### src/rtl/led_uart_out_if.sv
// Bundle between the CPU OUT port and the led/UART output peripheral.
//   LEDS, Lr          : byte and write strobe from the CPU
//   led               : last byte accepted into the FIFO
//   tx, busy          : UART serial line (idle high) and frame-in-progress flag
//   full, empty, level: FIFO status
//   overflow          : sticky dropped-byte flag
// master = CPU side, slave = peripheral side.
interface led_uart_out_if #(
    parameter int DEPTH_LOG2 = 4
);
    logic [7:0]          LEDS;
    logic                Lr;
    logic [7:0]          led;
    logic                tx;
    logic                busy;
    logic                full;
    logic                empty;
    logic [DEPTH_LOG2:0] level;
    logic                overflow;

    modport master (
        output LEDS, Lr,
        input  led, tx, busy, full, empty, level, overflow
    );

    modport slave (
        input  LEDS, Lr,
        output led, tx, busy, full, empty, level, overflow
    );
endinterface

### src/rtl/led_uart_out.sv
// Output peripheral behind the CPU OUT instruction. Each rising edge of Lr
// captures LEDS into a FIFO and mirrors it on led; the FIFO is drained as
// 8N1 UART frames on tx, LSB first, back-to-back when bytes are waiting.
// Ports:
//   clk   : system clock, posedge
//   rst_n : asynchronous active-low reset
//   bus   : led_uart_out_if slave (LEDS/Lr in, led/tx/busy/status out)
//
// state | meaning
// IDLE  | line high, waiting for a queued byte
// START | start bit (low) on tx
// DATA  | eight data bits, LSB first
// STOP  | stop bit (high); chains straight into START if a byte is waiting
module led_uart_out #(
    parameter int CLKS_PER_BIT = 16,
    parameter int DEPTH_LOG2   = 4
) (
    input  logic          clk,
    input  logic          rst_n,
    led_uart_out_if.slave bus
);
    localparam int          DEPTH  = 1 << DEPTH_LOG2;
    localparam logic [15:0] BIT_TC = 16'(CLKS_PER_BIT - 1);

    typedef enum logic [1:0] {IDLE, START, DATA, STOP} state_t;

    state_t              state;
    logic                lr_d;
    logic [DEPTH_LOG2:0] wptr;
    logic [DEPTH_LOG2:0] rptr;
    logic [7:0]          mem [DEPTH];
    logic [15:0]         timer;
    logic [2:0]          idx;
    logic [7:0]          shift;
    logic                tx_r;
    logic                busy_r;
    logic [7:0]          led_r;
    logic                overflow_r;

    logic wr_req;
    logic wr_ok;
    logic pop;
    logic full_w;
    logic empty_w;
    logic timer_tc;

    assign empty_w  = (wptr == rptr);
    assign full_w   = (wptr[DEPTH_LOG2] != rptr[DEPTH_LOG2]) &&
                      (wptr[DEPTH_LOG2-1:0] == rptr[DEPTH_LOG2-1:0]);
    assign timer_tc = (timer == BIT_TC);
    assign wr_req   = bus.Lr && !lr_d;

    // Pops are decided from the registered pointers only, so a byte written
    // into an empty FIFO is picked up one cycle later.
    assign pop   = !empty_w && ((state == IDLE) || ((state == STOP) && timer_tc));
    // A pop in the same cycle frees a slot, so a full FIFO can still accept.
    assign wr_ok = wr_req && (!full_w || pop);

    always_ff @(posedge clk) begin
        if (wr_ok) begin
            mem[wptr[DEPTH_LOG2-1:0]] <= bus.LEDS;
        end
    end

    always_ff @(posedge clk or negedge rst_n) begin
        if (!rst_n) begin
            lr_d       <= 1'b0;
            wptr       <= '0;
            rptr       <= '0;
            led_r      <= 8'h00;
            overflow_r <= 1'b0;
        end else begin
            lr_d <= bus.Lr;
            if (wr_ok) begin
                wptr  <= wptr + 1'b1;
                led_r <= bus.LEDS;
            end else if (wr_req) begin
                overflow_r <= 1'b1;
            end
            if (pop) begin
                rptr <= rptr + 1'b1;
            end
        end
    end

    always_ff @(posedge clk or negedge rst_n) begin
        if (!rst_n) begin
            state  <= IDLE;
            timer  <= 16'd0;
            idx    <= 3'd0;
            shift  <= 8'h00;
            tx_r   <= 1'b1;
            busy_r <= 1'b0;
        end else begin
            case (state)
                IDLE: begin
                    tx_r   <= 1'b1;
                    busy_r <= 1'b0;
                    if (pop) begin
                        shift  <= mem[rptr[DEPTH_LOG2-1:0]];
                        tx_r   <= 1'b0;
                        busy_r <= 1'b1;
                        timer  <= 16'd0;
                        state  <= START;
                    end
                end
                START: begin
                    if (timer_tc) begin
                        timer <= 16'd0;
                        tx_r  <= shift[0];
                        idx   <= 3'd0;
                        state <= DATA;
                    end else begin
                        timer <= timer + 16'd1;
                    end
                end
                DATA: begin
                    if (timer_tc) begin
                        timer <= 16'd0;
                        if (idx == 3'd7) begin
                            tx_r  <= 1'b1;
                            state <= STOP;
                        end else begin
                            shift <= shift >> 1;
                            tx_r  <= shift[1];
                            idx   <= idx + 3'd1;
                        end
                    end else begin
                        timer <= timer + 16'd1;
                    end
                end
                STOP: begin
                    if (timer_tc) begin
                        timer <= 16'd0;
                        if (pop) begin
                            shift <= mem[rptr[DEPTH_LOG2-1:0]];
                            tx_r  <= 1'b0;
                            state <= START;
                        end else begin
                            busy_r <= 1'b0;
                            state  <= IDLE;
                        end
                    end else begin
                        timer <= timer + 16'd1;
                    end
                end
                default: begin
                    tx_r   <= 1'b1;
                    busy_r <= 1'b0;
                    state  <= IDLE;
                end
            endcase
        end
    end

    assign bus.led      = led_r;
    assign bus.tx       = tx_r;
    assign bus.busy     = busy_r;
    assign bus.full     = full_w;
    assign bus.empty    = empty_w;
    assign bus.level    = wptr - rptr;
    assign bus.overflow = overflow_r;
endmodule
### src/flat_wrapper.sv
// flat-port wrapper written by rule: the top's interface ports become plain ports
module led_uart_out_flat 
#(
    parameter int CLKS_PER_BIT = 16,
    parameter int DEPTH_LOG2   = 4
)
  (clk, rst_n, bus_LEDS, bus_Lr, bus_led, bus_tx, bus_busy, bus_full, bus_empty, bus_level, bus_overflow);
  led_uart_out_if #(.DEPTH_LOG2(DEPTH_LOG2)) bus_i ();
  input  logic clk;
  input  logic rst_n;
  input wire logic [$bits(bus_i.LEDS)-1:0] bus_LEDS;
  input wire logic [$bits(bus_i.Lr)-1:0] bus_Lr;
  output wire logic [$bits(bus_i.led)-1:0] bus_led;
  output wire logic [$bits(bus_i.tx)-1:0] bus_tx;
  output wire logic [$bits(bus_i.busy)-1:0] bus_busy;
  output wire logic [$bits(bus_i.full)-1:0] bus_full;
  output wire logic [$bits(bus_i.empty)-1:0] bus_empty;
  output wire logic [$bits(bus_i.level)-1:0] bus_level;
  output wire logic [$bits(bus_i.overflow)-1:0] bus_overflow;
  assign bus_i.LEDS = bus_LEDS;
  assign bus_i.Lr = bus_Lr;
  assign bus_led = bus_i.led;
  assign bus_tx = bus_i.tx;
  assign bus_busy = bus_i.busy;
  assign bus_full = bus_i.full;
  assign bus_empty = bus_i.empty;
  assign bus_level = bus_i.level;
  assign bus_overflow = bus_i.overflow;
  led_uart_out #(.CLKS_PER_BIT(CLKS_PER_BIT), .DEPTH_LOG2(DEPTH_LOG2)) u_core (.clk(clk), .rst_n(rst_n), .bus(bus_i));
endmodule
### config.mk
export PLATFORM = sky130hd
export DESIGN_NAME = led_uart_out_flat
export DESIGN_NICKNAME = d
export VERILOG_FILES = /design/src/rtl/led_uart_out_if.sv /design/src/rtl/led_uart_out.sv /design/src/flat_wrapper.sv
export SDC_FILE = /design/constraint.sdc
export NUM_CORES = 1
export LEC_CHECK = 0
export ABC_AREA = 1
export ABC_CLOCK_PERIOD_IN_PS = 4000
export CORE_AREA = 5 5 124 126
export CTS_BUF_LIST = sky130_fd_sc_hd__clkbuf_4 sky130_fd_sc_hd__clkbuf_8 sky130_fd_sc_hd__clkbuf_16
export DETAILED_ROUTE_END_ITERATION = 7
export DIE_AREA = 0 0 129 131
export PLACE_DENSITY = 0.76
export REMOVE_ABC_BUFFERS = 1
export SLEW_MARGIN = 20
export SYNTH_ARGS = -nofsm -noshare
export SYNTH_HDL_FRONTEND = slang
export SYNTH_SLANG_ARGS = --single-unit
### constraint.sdc
create_clock -name clk -period 4 [get_ports clk]
set_clock_uncertainty 0.2 [all_clocks]
set_input_delay 0.4 -clock clk [delete_from_list [all_inputs] [get_ports clk]]
set_output_delay 0.4 -clock clk [all_outputs]
set_load 0.005 [all_outputs]
==> impl_metrics.toml <==
[global_route]
grt_pass1_wl_um = 30000
grt_max_degree = 75
grt_use_total_pct = 23.6
grt_pass1_vias = 5716
grt.overflow.total = 0
antenna_found_initial = 0

[route]
vias_per_cell = 5.32
routed_wl_um = 18900
ant_nets = 0
vias = 6139
dr.first_iter.drc_count = 522
drc = 0
first_pass_iters = 7
avgRoutedWirePerCell_um = 16.4

[setup_path]
end_kind = "flop"
cp_max_fo = 14
cp_slowest_cell = "dfrtp_1"
cp-start-kind = "flop"
arrival_ns = 3.42
worstSetupPathType = "reg2reg"
crit_chain = "inv_2 > ha_1 > nand2_1 > nor2_1 > nand2_1 > nand3_4 > nand2_2 > nand2_2 > nor3_1 > buf_4"
cp.required_ns = 3.95
max_stage_delay_ns = 0.56

[power]
p_int_uw = 4000
p_leak_uw = 0.00434
p_sw_uw = 2520
switching_share_pct = 38.7
pwr-share-seq_pct = 35.6
power_frac_comb_pct = 38.1
p_clk_share_pct = 26.3
powerDensity_mw_per_mm2 = 676
peakVddDrop_uv = 457

[final_layout]
drive_above_1_share_pct = 8.15
diodes = 0
syn_to_final_growth_pct = 13.5
fin_nets = 985
num-fill-cells = 1089

[cts]
cts.sinks = 179
htreeDepth = 4
clkSlewWorstSetupHoldPaths_ns = 0.07
cts_tree = "done"
ctsResizeCount = 0
cts_buffers = 17
clockBufferDepth = 2
clockRootBuffer = "clkbuf_16"
clock_latency_ns = 0.44

[floorplan]
core_sq_mm = 0.0142
io_pins = 29
start_util_pct = 59.8
fp-row-count = 44
die_height_um = 131
die_area_sq_mm = 0.0169
die_w_um = 129

[yosys]
yosysSeqAreaShare_pct = 60.3
synth.area.top_cells = "edfxtp_1, dfrtp_1, nand2_1"
ys_ff_latch = 179
synth_cells = 917
ys.warnings.count = 0
yosysUniqueCellTypes = 41
synth_top_area_share_pct = 45.3
syn_avg_cell_area_sq_um = 9.26
synth_area_sq_mm = 0.00849
synth_top_area_cell = "edfxtp_1"

[run_status]
status = "completed"

[timing]
fin_crit_ns = 3.47
finalSetupViolCount = 0
fin_ws_ns = 0.526
max_slew.worst_pin.slew_ns = 1.04
finalHoldViolations = 0
rsz0062_at_grt = "no"
relSlewSlack_pct = 30.8
maxSlewViolCount = 0
finalCritPeriodShare_pct = 86.8
max_freq_mhz = 288
fin_setup_tns_ns = 0

[job]
cap_violations = 0

[place]
portBuffers = 28
globalplace.congestion = 0.900
place.detailed.hpwl_um = 12200
dpl_worst_slack_ns = 0.548

[worst_hold_path]
hp-class = "in2reg"
==> metal layers <==
metal	vias to the layer above	track usage [%]	share of wire [%]	wire length, um
met5	-	0	0	0
li1	3017	-	-	-
met1	2854	31.6	42	8020
met3	38	4.80	6.1	1160
met4	0	9.51	2.9	552
met2	230	38.1	48	9160
==> registers in the layout, summed over array words and instances, names as in the netlist <==
register	count
u_core.mem	128
u_core.timer	16
u_core.bus.led	8
u_core.shift	8
u_core.rptr	5
u_core.wptr	5
u_core.idx	3
u_core.state	2
u_core.bus.busy	1
u_core.bus.overflow	1
u_core.bus.tx	1
u_core.lr_d	1
==> cell usage in the layout, fill, tap and decap left out, types with 6 or more instances in the layout <==
cell	count
clkdlybuf4s50_1	27
xor2_1	10
o21ai_0	14
dfrtp_1	49
nor2_1	74
nand3_1	90
o22ai_1	6
buf_4	21
nor3_1	18
inv_2	6
nand2_1	285
clkbuf_16	17
inv_1	134
edfxtp_1	128
ha_1	17
a21oi_1	18
==> stage by stage <==
stage | total power [uW] | area (sq um) | utilization, % | hold slack, ns | instances
final | 6520 | 9640 | 67.8 | 0.218 | 1153
after detailed placement | 4810 | 9010 | 63.4 | 0.255 | 1120
after global routing | 6930 | 9640 | 67.8 | 0.210 | 1153
after CTS | 6530 | 9640 | 67.8 | 0.208 | 1153
after floorplan | 3920 | 8340 | - | -0.0956 | 887
after global placement | 4770 | 9010 | 63.4 | 0.257 | 1120
==> critical path, delay by kind of cell (launching register included) <==
| kind | cells | cell delay [ns] |
|---|---|---|
| DFF | 1 | 0.56 |
| adders and majority gates | 1 | 0.39 |
| buffers and inverters | 2 | 0.41 |
| and+or+nand+nor | 7 | 1.62 |
==> cells by family (layout without fill, tap and decap cells) <==
family / after synthesis / count (layout) / synth area share, %
xor gates and xnor gates: 15 / 15 / 1.64
and+or+nand+nor: 485 / 485 / 24.1
AOI/OAI and AO/OA: 48 / 48 / 3.23
buffers and inverters: 172 / 224 / 8.00
adders and majority gates: 18 / 18 / 2.74
DFF: 179 / 179 / 60.3
==> path summary, 6_finish.rpt <==
path                                 from  slack [ns]  depth (start not counted)                to
setup / recovery           u_core.rptr[2]        0.53                         10  u_core.mem[0][5]
hold / removal                     bus_Lr        0.22                          1       u_core.lr_d
setup reg to reg           u_core.rptr[2]        0.53                         10  u_core.mem[0][5]
hold reg to reg             u_core.bus.tx        0.27                          2     u_core.bus.tx
max in group asynchronous           rst_n        2.52                          3   u_core.timer[4]
min in group asynchronous           rst_n        0.33                          2   u_core.bus.busy
==> what timing repair did <==
item | CTS | global route
setup endpoints to repair | 0 | 0
hold endpoints to repair | 26 | 0
hold buffers | 1 | 0
buffers inserted | 0 | 0
==> synth_stat cells <==
master	n
buf_4	2
edfxtp_1	128
buf_6	2
nand2_4	2
nand3_4	1
nand3b_1	1
o21bai_1	1
o32ai_1	1
clkinv_1	2
nand3_1	90
a21oi_2	1
buf_1	6
nand4_1	3
o211ai_1	2
nand2_1	285
a31o_2	1
xnor2_2	1
ha_1	17
inv_1	134
o21ai_0	14
xor2_1	10
nand2_2	3
o21a_1	1
buf_2	9
clkbuf_1	11
nor3_1	18
nor2_4	1
fa_1	1
dfstp_2	1
a21oi_1	18
o22ai_1	6
inv_2	6
o21ai_1	2
dfrtp_1	50
nor2_1	74
nand3_2	2
xnor2_1	4
nor2_2	2
or2_2	1
a32o_1	1
nor3_2	2
==> layout make-up <==
class,count,area [sq um],area share (%)
flip-flops and latches,179,5120,53.2
multi-input cells,566,2690,27.9
inverters,142,533,5.53
repair buffers,50,443,4.60
clock buffers,17,425,4.41
well taps,184,230,2.39
clock inverters,15,194,2.01
==> power by group through the flow <==
stage / Sequential [uW] / Combinational [uW] / Clock [uW]
floorplan: 2430 / 1490 / 0
global placement: 2350 / 2430 / 0
detailed placement: 2350 / 2460 / 0
CTS: 2320 / 2480 / 1730
global route: 2340 / 2770 / 1820
finish: 2320 / 2480 / 1710
Power figures use the tool's default switching activity.
